**src/rtl/joy_dir_filter.sv**
```systemverilog
// Per-player joystick direction conditioner: 2-flop sync, optional debounce,
// then a run-time selectable passthrough / 4-way / 8-way SOCD restriction.
module joy_dir_filter #(
  parameter int PLAYERS    = 2,
  parameter int DEB_CYCLES = 0
) (
  input  logic                 clk,
  input  logic                 reset,
  input  logic                 ce,
  input  logic [1:0]           mode,
  input  logic [4*PLAYERS-1:0] in_dir,
  output logic [4*PLAYERS-1:0] out_dir,
  output logic [PLAYERS-1:0]   dir_chg
);

  localparam int         W       = 4 * PLAYERS;
  localparam logic [7:0] DEB_LIM = 8'(DEB_CYCLES);

  // Fixed priority: up > down > left > right.
  function automatic logic [3:0] pri4(input logic [3:0] x);
    if (x[3])      return 4'b1000;
    else if (x[2]) return 4'b0100;
    else if (x[1]) return 4'b0010;
    else if (x[0]) return 4'b0001;
    else           return 4'b0000;
  endfunction

  logic [W-1:0] s1_q, s1_d, s2_q, s2_d;
  logic [W-1:0] clean_s;
  logic [1:0]   mode_q, mode_d;
  logic         mode_chg_s;

  always_comb begin
    s1_d   = in_dir;
    s2_d   = s1_q;
    mode_d = mode;
  end

  assign mode_chg_s = (mode != mode_q);

  always_ff @(posedge clk) begin
    if (reset) begin
      s1_q   <= '0;
      s2_q   <= '0;
      mode_q <= 2'd0;
    end else begin
      s1_q   <= s1_d;
      s2_q   <= s2_d;
      mode_q <= mode_d;
    end
  end

  if (DEB_CYCLES > 0) begin : g_deb
    logic [W-1:0] deb_q, deb_d;
    logic [7:0]   cnt_q [W];
    logic [7:0]   cnt_d [W];

    // Transfer happens the cycle after the count reaches the limit.
    always_comb begin
      for (int i = 0; i < W; i++) begin
        deb_d[i] = deb_q[i];
        cnt_d[i] = cnt_q[i];
        if (s2_q[i] == deb_q[i]) begin
          cnt_d[i] = 8'd0;
        end else if (cnt_q[i] == DEB_LIM) begin
          deb_d[i] = s2_q[i];
          cnt_d[i] = 8'd0;
        end else if (ce) begin
          cnt_d[i] = cnt_q[i] + 8'd1;
        end else begin
          cnt_d[i] = cnt_q[i];
        end
      end
    end

    always_ff @(posedge clk) begin
      if (reset) begin
        deb_q <= '0;
        for (int i = 0; i < W; i++) cnt_q[i] <= 8'd0;
      end else begin
        deb_q <= deb_d;
        for (int i = 0; i < W; i++) cnt_q[i] <= cnt_d[i];
      end
    end

    assign clean_s = deb_q;
  end else begin : g_nodeb
    logic unused_ce_s;
    assign unused_ce_s = ce;
    assign clean_s     = s2_q;
  end

  for (genvar p = 0; p < PLAYERS; p++) begin : g_pl
    logic [3:0] d_s, rise_s;
    logic [3:0] dp_q, dp_d, act_q, act_d, out_q, out_d;
    logic       lpv_q, lpv_d, lph_q, lph_d, chg_q, chg_d;

    assign d_s    = clean_s[4*p +: 4];
    assign rise_s = d_s & ~dp_q;

    // lp flags: 0 selects up / left, 1 selects down / right.
    always_comb begin
      act_d = act_q;
      lpv_d = lpv_q;
      lph_d = lph_q;
      out_d = d_s;
      case (mode_q)
        2'd0: out_d = d_s;
        2'd1: begin
          if (rise_s != 4'b0000)             act_d = pri4(rise_s);
          else if ((act_q & d_s) == 4'b0000) act_d = pri4(d_s);
          else                               act_d = act_q;
          out_d = act_d;
        end
        2'd2: begin
          if ((act_q & d_s) == 4'b0000) act_d = pri4(d_s);
          else                          act_d = act_q;
          out_d = act_d;
        end
        2'd3: begin
          if (rise_s[3])      lpv_d = 1'b0;
          else if (rise_s[2]) lpv_d = 1'b1;
          else                lpv_d = lpv_q;
          if (rise_s[1])      lph_d = 1'b0;
          else if (rise_s[0]) lph_d = 1'b1;
          else                lph_d = lph_q;
          out_d[3:2] = (d_s[3] & d_s[2]) ? (lpv_d ? 2'b01 : 2'b10) : d_s[3:2];
          out_d[1:0] = (d_s[1] & d_s[0]) ? (lph_d ? 2'b01 : 2'b10) : d_s[1:0];
        end
        default: out_d = d_s;
      endcase
      chg_d = (out_d != out_q);
      // A mode switch makes every held bit look like a fresh press next cycle.
      if (mode_chg_s) begin
        dp_d  = 4'b0000;
        act_d = 4'b0000;
        lpv_d = 1'b0;
        lph_d = 1'b0;
      end else begin
        dp_d  = d_s;
      end
    end

    always_ff @(posedge clk) begin
      if (reset) begin
        dp_q  <= 4'b0000;
        act_q <= 4'b0000;
        lpv_q <= 1'b0;
        lph_q <= 1'b0;
        out_q <= 4'b0000;
        chg_q <= 1'b0;
      end else begin
        dp_q  <= dp_d;
        act_q <= act_d;
        lpv_q <= lpv_d;
        lph_q <= lph_d;
        out_q <= out_d;
        chg_q <= chg_d;
      end
    end

    assign out_dir[4*p +: 4] = out_q;
    assign dir_chg[p]        = chg_q;
  end

endmodule

```
**config.mk**
```make
export PLATFORM = sky130hd
export DESIGN_NAME = joy_dir_filter
export DESIGN_NICKNAME = d
export VERILOG_FILES = /design/src/rtl/joy_dir_filter.sv
export SDC_FILE = /design/constraint.sdc
export NUM_CORES = 1
export LEC_CHECK = 0
export BUFFER_PORTS_ARGS = -buffer_cell sky130_fd_sc_hd__buf_2
export CORE_ASPECT_RATIO = 0.8
export CORE_MARGIN = 3
export CORE_UTILIZATION = 59
export CTS_CLUSTER_DIAMETER = 200
export CTS_CLUSTER_SIZE = 8
export DETAILED_ROUTE_END_ITERATION = 10
export GPL_TIMING_DRIVEN = 1
export PLACE_DENSITY = 0.79
export SETUP_SLACK_MARGIN = 0.5
export SLEW_MARGIN = 20
export SYNTH_ARGS = -nofsm -noshare
export SYNTH_HDL_FRONTEND = slang
export SYNTH_SLANG_ARGS = --single-unit
export TNS_END_PERCENT = 50
```
**constraint.sdc**
```tcl
create_clock -name clk -period 2.45 [get_ports clk]
set_clock_uncertainty 0.2 [all_clocks]
set_input_delay 0.49 -clock clk [delete_from_list [all_inputs] [get_ports clk]]
set_output_delay 0.49 -clock clk [all_outputs]
set_load 0.1 [all_outputs]
```
==> out/metrics.yaml, run 1 <==
setup_path:
  path_cells: "a222oi_1 -> buf_4 -> nand2_8 -> a32oi_4 -> o2bb2ai_1 -> a22oi_2 -> xor2_1 -> a41oi_1"
  max_stage_delay_ns: 0.41
  worstSetupPathType: "register to register"
  critPathTopFamily: "compound AO/OA/AOI/OAI gates"
  cp.arrival_ns: 2.25
  worstSetupStartpointType: "register"
  cp_slowest_cell: "a222oi_1"
  endpoint_kind: "register"
  cp.required_ns: 2.44
  path_buf_inv: 1
  critical_path_depth: 8
  path_max_fanout: 8
  r2r_cells: 8
timing:
  slew_headroom_pct: 66.8
  hold_viol: 0
  tightest_slew_ns: 0.498
  fin_crit_ns: 2.26
  finalSetupTns_ns: 0
  holdWs_ns: 0.192
  setup_violations: 0
  max_freq_mhz: 442
  finalCritPeriodShare_pct: 92.4
  rsz0062_at_grt: "yes"
  slew_violations: 0
detailed_routing:
  post_drt_wl_per_cell_microns: 18.6
  top_layer: "met4"
  drtPass1Iterations: 5
  vias: 2536
  avgViaCountPerCell: 6.52
  route.met2.wl_mm: 3.14
  route.met3.wl_microns: 932
  drcViolationCount: 0
  first_iter_violations: 554
  drt-total-wl_mm: 7.22
  antenna_left: 0
  wl_met1_mm: 2.90
logic_synthesis:
  async_reset_ff_share_pct: 0
  syn_avg_cell_area_sq_um: 8.37
  syn-num-nets: 314
  syn_area_sq_um: 2480
  ys.flop_type: "dfxtp_1"
  synth_edf_count: 0
  yosysUniqueCellTypes: 56
  synthMuxAreaShare_pct: 1.21
  synth_common_cells: "dfxtp_1 (48), nor2b_1 (26), o21ai_0 (25), nor2_1 (24), nand2_1 (18)"
  yosys-top-cells-area: "dfxtp_1 (39%), nor2b_1 (6.5%), o21ai_0 (5.0%), nor2_1 (3.6%), xor2_1 (2.8%)"
  ys_warn_count: 0
  synth_top_family_by_area: "compound AO/OA/AOI/OAI gates"
  ys_seq_elements: 48
  synth-adder-area-share_pct: 2.01
  synth_compound_area_share_pct: 25.0
  synth-xor-area-share_pct: 3.17
  yosysTopAreaCellShare_pct: 38.7
  synthSimpleGateAreaFrac_pct: 24.0
  ys_seq_area_share_pct: 38.7
  yosysMostFrequentCell: "dfxtp_1"
  synth_cells: 297
  yosysTopAreaCell: "dfxtp_1"
global_routing:
  grt_pass1_vias: 2208
  grt_overflow: 0
  grt_start_max_net_pins: 20
  grt_pass1_wl_mm: 10.6
  gr-usage-all-layers_pct: 26.8
  antenna_found_initial: 0
outcome:
  run_status: "completed"
layout:
  nNetsFinal: 350
  final_layout_size_suffix_gt1_share_pct: 38.9
  syn2layout_area_growth_pct: 32.1
  insertedDiodeCount: 0
clock_network:
  cts-root-buf: "clkbuf_8"
  cts_buffers: 5
  clock-sinks: 48
  clock_latency_ns: 0.31
  cts_tree: "done"
  clkTransAtPathRegs_ns: 0.10
  clk_path_buf_depth: 2
  cts_max_level: 2
die:
  ios: 23
  core_sq_um: 3930
  row_count: 20
  die_height_microns: 64.0
  chipWidth_microns: 78.6
  fp.dieArea_sq_um: 5030
  initial_utilization_pct: 63.2
power_and_ir_drop:
  ir_worst_vdd_uv: 553
  leakagePower_nw: 1.26
  power_mw: 1.72
  p_per_area_nw_per_um2: 525
hold_path:
  min_path_cells: 2
  hold_class: "primary input to register"
placement:
  dpl.hpwl_mm: 3.98
  place_congestion: 0.906
  portBuffers: 21
run:
  max-cap-violations: 0
-- power breakdown --
group          leakage [nW]  switching, mW  total (mW)  internal (mW)
registers             0.404         0.0346       0.836          0.802
logic                 0.802          0.243       0.379          0.136
clock network        0.0516          0.278       0.509          0.231
-- metrics by stage --
step / util (%) / area (sq um) / setup slack (ns) / std cells
floorplan: - / 2520 / 0.382 / 297
global placement: 68.6 / 2690 / 0.218 / 365
detailed placement: 68.6 / 2690 / 0.171 / 365
CTS: 75.5 / 2970 / 0.209 / 381
global route: 83.5 / 3280 / 0.0776 / 389
finish: 83.5 / 3280 / 0.187 / 389
-- layout by cell type, fill, tap and decap left out, drive strengths merged, types with 3 or more instances in the layout --
cell type / instances
buf: 51
dfxtp: 48
nor2b: 27
o21ai: 26
nor2: 24
nand2: 19
a21oi: 12
nand2b: 11
inv: 10
xor2: 8
and2: 8
a211oi: 8
a31oi: 7
clkbuf: 7
nor3: 5
a22oi: 4
nand3: 4
a21o: 4
ha: 4
nand4: 3
a21boi: 3
o211ai: 3
mux2i: 3
a41oi: 3
o221ai: 3
-- worst paths after layout --
path	startpoint	slack [ns]	to
max	g_pl[0].act_q[3]	0.19	g_pl[0].chg_q
max reg2reg	g_pl[0].act_q[3]	0.19	g_pl[0].chg_q
min reg2reg	s1_q[1]	0.24	clean_s[1]
min	in_dir[4]	0.19	s1_q[4]
-- registers in the layout, indices dropped and copies added (netlist names) --
signal / flops
clean_s: 8
g_pl.act_q: 8
g_pl.chg_q: 2
g_pl.dp_q: 8
g_pl.lph_q: 2
g_pl.lpv_q: 2
g_pl.out_q: 8
mode_q: 2
s1_q: 8
-- repair_timing --
item	4_1_cts	5_1_grt
gates cloned	0	0
setup endpoints to repair	8	10
pin swaps	10	28
resized for setup	34	63
hold buffers	0	0
buffers inserted	8	8
-- layout make-up --
cell class | count | area (sq um)
multi-input combinational | 217 | 1710
sequential | 48 | 1020
fill | 206 | 647
timing repair buffer | 52 | 352
clock buffer | 6 | 82.6
tap | 55 | 68.8
inverter | 9 | 38.8
clock inverter | 2 | 13.8
-- layer usage --
layer	vias to the layer above	global-route usage [%]
met5	-	0
met4	0	9.83
met3	39	6.90
met2	227	39.7
met1	1137	37.3
li1	1133	-
-- cells by family (layout without fill, tap and decap cells) --
logic type / count (synthesis) / in the layout
and+or+nand+nor: 110 / 110
AOI/OAI and AO/OA: 91 / 91
DFF: 48 / 48
buffers and inverters: 32 / 69
xor gates and xnor gates: 9 / 9
adders and majority gates: 4 / 4
muxes: 3 / 3
(Power assumes the default switching activity.)
==> inputs of run 2 (changes only) <==
CTS_BUF_LIST = sky130_fd_sc_hd__clkbuf_16   (was not set)
==> out/metrics.yaml, run 2 (synthesized netlist as in run 1, its figures left out) <==
setup_path:
  timing.rr.start: "clean_s[3]"
  endpoint_kind: "register"
  worstSetupStartpointType: "register"
  r2r_cells: 9
  cp-startpoint: "clean_s[3]"
  cp.required_ns: 2.47
  path_max_fanout: 5
  cp.arrival_ns: 2.23
  worstSetupPathType: "register to register"
layout:
  multiInputGateArea_sq_um: 1670
  final_cells: 396
  nNetsFinal: 357
  fill_cells: 198
  final_cell_mix: "buf_4 (33), dfxtp_1 (30), nor2_1 (24), nor2b_1 (24), buf_2 (21)"
  final_common_cell: "buf_4"
  regArea_sq_um: 1010
  insertedDiodeCount: 0
  syn2layout_area_growth_pct: 33.7
  final_layout_size_suffix_gt1_share_pct: 39.6
detailed_routing:
  avgViaCountPerCell: 6.60
  drt-total-wl_mm: 7.85
  first_iter_violations: 528
  drcViolationCount: 0
  antenna_left: 0
  vias: 2614
  post_drt_wl_per_cell_microns: 19.8
  drtPass1Iterations: 6
die:
  initial_utilization_pct: 63.2
  core_sq_um: 3930
  fp.dieArea_sq_um: 5030
  die_height_microns: 64.0
  row_count: 20
  ios: 23
  chipWidth_microns: 78.6
global_routing:
  grt_overflow: 0
  grt_start_max_net_pins: 20
  grt_pass1_vias: 2170
  grt_pass1_wl_mm: 10.7
  antenna_found_initial: 0
  gr-usage-all-layers_pct: 27.0
hold_path:
  min_path_cells: 2
  hp-start: "in_dir[7]"
  hold_class: "primary input to register"
outcome:
  run_status: "completed"
timing:
  slew_violations: 0
  rsz0062_at_grt: "yes"
  setup_violations: 0
  fin_crit_ns: 2.21
  slew_headroom_pct: 67.9
  tightest_slew_ns: 0.485
  hold_viol: 0
  finalCritPeriodShare_pct: 90.3
  max_freq_mhz: 452
  finalSetupTns_ns: 0
clock_network:
  cts_tree: "done"
  cts_buffers: 5
  clkTransAtPathRegs_ns: 0.07
  clock_latency_ns: 0.30
  cts-root-buf: "clkbuf_16"
  clk_path_buf_depth: 2
  cts_max_level: 2
  clock-sinks: 48
power_and_ir_drop:
  ir_worst_vdd_uv: 556
  p_per_area_nw_per_um2: 574
  leakagePower_nw: 1.28
placement:
  dpl.hpwl_mm: 3.98
  portBuffers: 21
  place_congestion: 0.906
  dp_cells: 365
run:
  max-cap-violations: 0
-- run 2: final cells by class --
cell class	instances	share of cell area [%]
clock buffers	5	3.77
multi-input cells	217	50.2
well taps	55	2.07
clock inverters	3	0.527
inverters	9	1.09
flip-flops and latches	48	30.4
repair buffers	59	11.9
-- run 2: through the flow --
step                      util (%)  setup slack, ns  hold WS (ns)  total power, mW  instance area [sq um]
after floorplan                  -            0.382         0.214             1.09                   2520
after global placement        68.6            0.218         0.215             1.15                   2690
after detailed placement      68.6            0.171         0.224             1.15                   2690
after CTS                     74.7            0.221         0.208             1.83                   2940
after global routing          84.6            0.146         0.217             1.97                   3320
final                         84.6            0.239         0.204             1.91                   3320
-- run 2: power by group --
group | switching [mW] | internal (mW)
combinational | 0.247 | 0.135
sequential | 0.0333 | 0.804
clock | 0.312 | 0.377
total | 0.592 | 1.32
-- run 2: final timing paths --
path              endpoint  slack (ns)
min reg2reg     clean_s[1]        0.23
min                s1_q[7]        0.20
max          g_pl[0].chg_q        0.24
max reg2reg  g_pl[0].chg_q        0.24
-- run 2: repair_timing --
| action | in CTS | in global routing |
|---|---|---|
| hold buffers | 0 | 0 |
| setup endpoints to repair | 9 | 16 |
| cloned | 0 | 0 |
| setup buffers | 7 | 16 |
| pin swaps | 8 | 28 |
| gates resized for setup | 16 | 72 |
-- run 2: metal layers --
metal | vias to the layer above | GRT usage, % | routed length (microns)
li1 | 1144 | - | -
met1 | 1175 | 38.6 | 3010
met2 | 247 | 40.9 | 3390
met3 | 48 | 4.93 | 1100
met4 | 0 | 8.95 | 344
met5 | - | 0 | 0
-- run 2: critical path, cell delays in order, from the launching register on --
cell,delay (ns)
dfxtp_4,0.36
buf_4,0.14
buf_4,0.16
or2b_1,0.24
nand2_1,0.16
nor2_1,0.23
o2bb2ai_1,0.19
a22oi_2,0.11
xor2_1,0.18
a41oi_1,0.18
==> inputs of run 3 (changes only) <==
PLACE_DENSITY = 0.85   (was 0.79)
==> out/metrics.yaml, run 3 (synthesized netlist as in run 1, its figures left out) <==
outcome:
  run_status: "completed"
timing:
  fin_crit_ns: 2.27
  rsz0062_at_grt: "yes"
  tightest_slew_ns: 0.525
  hold_viol: 0
  slew_violations: 0
  setup_violations: 0
  max_freq_mhz: 440
  finalSetupTns_ns: 0
  setup_ws_ns: 0.177
  slew_headroom_pct: 65.0
  finalCritPeriodShare_pct: 92.8
setup_path:
  endpoint_kind: "register"
  timing.rr.start: "clean_s[3]"
  cp-startpoint: "clean_s[3]"
  cp.arrival_ns: 2.22
  worstSetupPathType: "register to register"
  worstSetupStartpointType: "register"
  r2r_cells: 8
  cp.required_ns: 2.40
  path_max_fanout: 6
global_routing:
  gr-usage-all-layers_pct: 27.1
  grt_pass1_wl_mm: 10.7
  grt_pass1_vias: 2252
  grt_start_max_net_pins: 31
  grt_overflow: 0
  antenna_found_initial: 0
die:
  initial_utilization_pct: 63.2
  core_sq_um: 3930
  ios: 23
  fp.dieArea_sq_um: 5030
  die_height_microns: 64.0
  chipWidth_microns: 78.6
  row_count: 20
power_and_ir_drop:
  switching_share_pct: 28.3
  p_switching_mw: 0.557
  power_mw: 1.97
  pwr-share-seq_pct: 42.7
  leakagePower_nw: 1.21
  internal_power_mw: 1.41
  ir_worst_vdd_uv: 505
  p_comb_share_pct: 18.0
  clockPowerShare_pct: 39.4
  p_per_area_nw_per_um2: 625
hold_path:
  hp-start: "in_dir[2]"
  min_path_cells: 2
  hold_class: "primary input to register"
detailed_routing:
  antenna_left: 0
  drcViolationCount: 0
  drtPass1Iterations: 6
  post_drt_wl_per_cell_microns: 17.8
  avgViaCountPerCell: 6.48
  first_iter_violations: 444
  drt-total-wl_mm: 6.82
  vias: 2488
clock_network:
  cts_tree: "done"
  clock_latency_ns: 0.29
  clkTransAtPathRegs_ns: 0.07
  cts-root-buf: "clkbuf_16"
  cts_max_level: 2
  clk_path_buf_depth: 2
  cts_buffers: 5
  cts_hold_buf: 0
  clock-sinks: 48
run:
  max-cap-violations: 0
layout:
  insertedDiodeCount: 0
  fill_cells: 235
  final_cell_mix: "dfxtp_1 (34), nor2b_1 (25), nor2_1 (24), buf_4 (24), o21ai_0 (22)"
  syn2layout_area_growth_pct: 26.8
  final_common_cell: "dfxtp_1"
  nNetsFinal: 345
  final_layout_size_suffix_gt1_share_pct: 33.4
placement:
  place_ws_ns: 0.228
  place_congestion: 0.933
  dpl.hpwl_mm: 4.14
  portBuffers: 21
## run 3: area by class of cell
class	instances	area (sq um)	share of cell area (%)
multi-input cells	217	1570	49.9
flip-flops and latches	48	998	31.7
repair buffers	47	308	9.77
clock buffers	5	125	3.97
well taps	55	68.8	2.18
clock inverters	3	42.5	1.35
inverters	9	36.3	1.15
## run 3: routing by layer
layer / up-vias / track usage [%] / routed length [microns]
li1: 1119 / - / -
met5: - / 0 / 0
met1: 1147 / 33.7 / 2690
met3: 44 / 7.18 / 783
met4: 0 / 10.9 / 272
met2: 178 / 44.6 / 3070
## run 3: critical path, cell delays in order (launching register included)
cell      delay [ns]
dfxtp_4         0.37
a222oi_1        0.48
nand2_2         0.20
buf_6           0.18
a211oi_2        0.20
nor4_2          0.09
mux2i_1         0.12
o21ai_1         0.16
a41oi_1         0.13
## run 3: repair_timing
action | in CTS | in global routing
setup buffers | 9 | 3
pin swaps | 17 | 12
gates resized for setup | 52 | 6
endpoints found under the setup margin | 10 | 9
cloned | 0 | 0
## run 3: stage by stage
step / utilization (%) / area (sq um) / hold WS (ns) / instances
floorplan: - / 2520 / 0.214 / 297
global placement: 68.4 / 2690 / 0.216 / 364
detailed placement: 68.4 / 2690 / 0.223 / 364
CTS: 78.6 / 3090 / 0.212 / 381
global route: 80.2 / 3150 / 0.216 / 384
finish: 80.2 / 3150 / 0.208 / 384
## run 3: final timing paths
path	to	slack (ns)
worst max-delay path	g_pl[0].chg_q	0.18
worst min-delay path	s1_q[2]	0.21
worst max register to register	g_pl[0].chg_q	0.18
worst min register to register	clean_s[5]	0.23
## run 3: power by group through the flow
stage          logic (mW)  clock network [mW]  registers (mW)
4_1_cts             0.335               0.776           0.838
3_5_place_dp        0.300                   0           0.856
6_report            0.353               0.775           0.840
5_1_grt             0.378               0.810           0.843
2_1_floorplan       0.205                   0           0.887
3_3_place_gp        0.294                   0           0.855
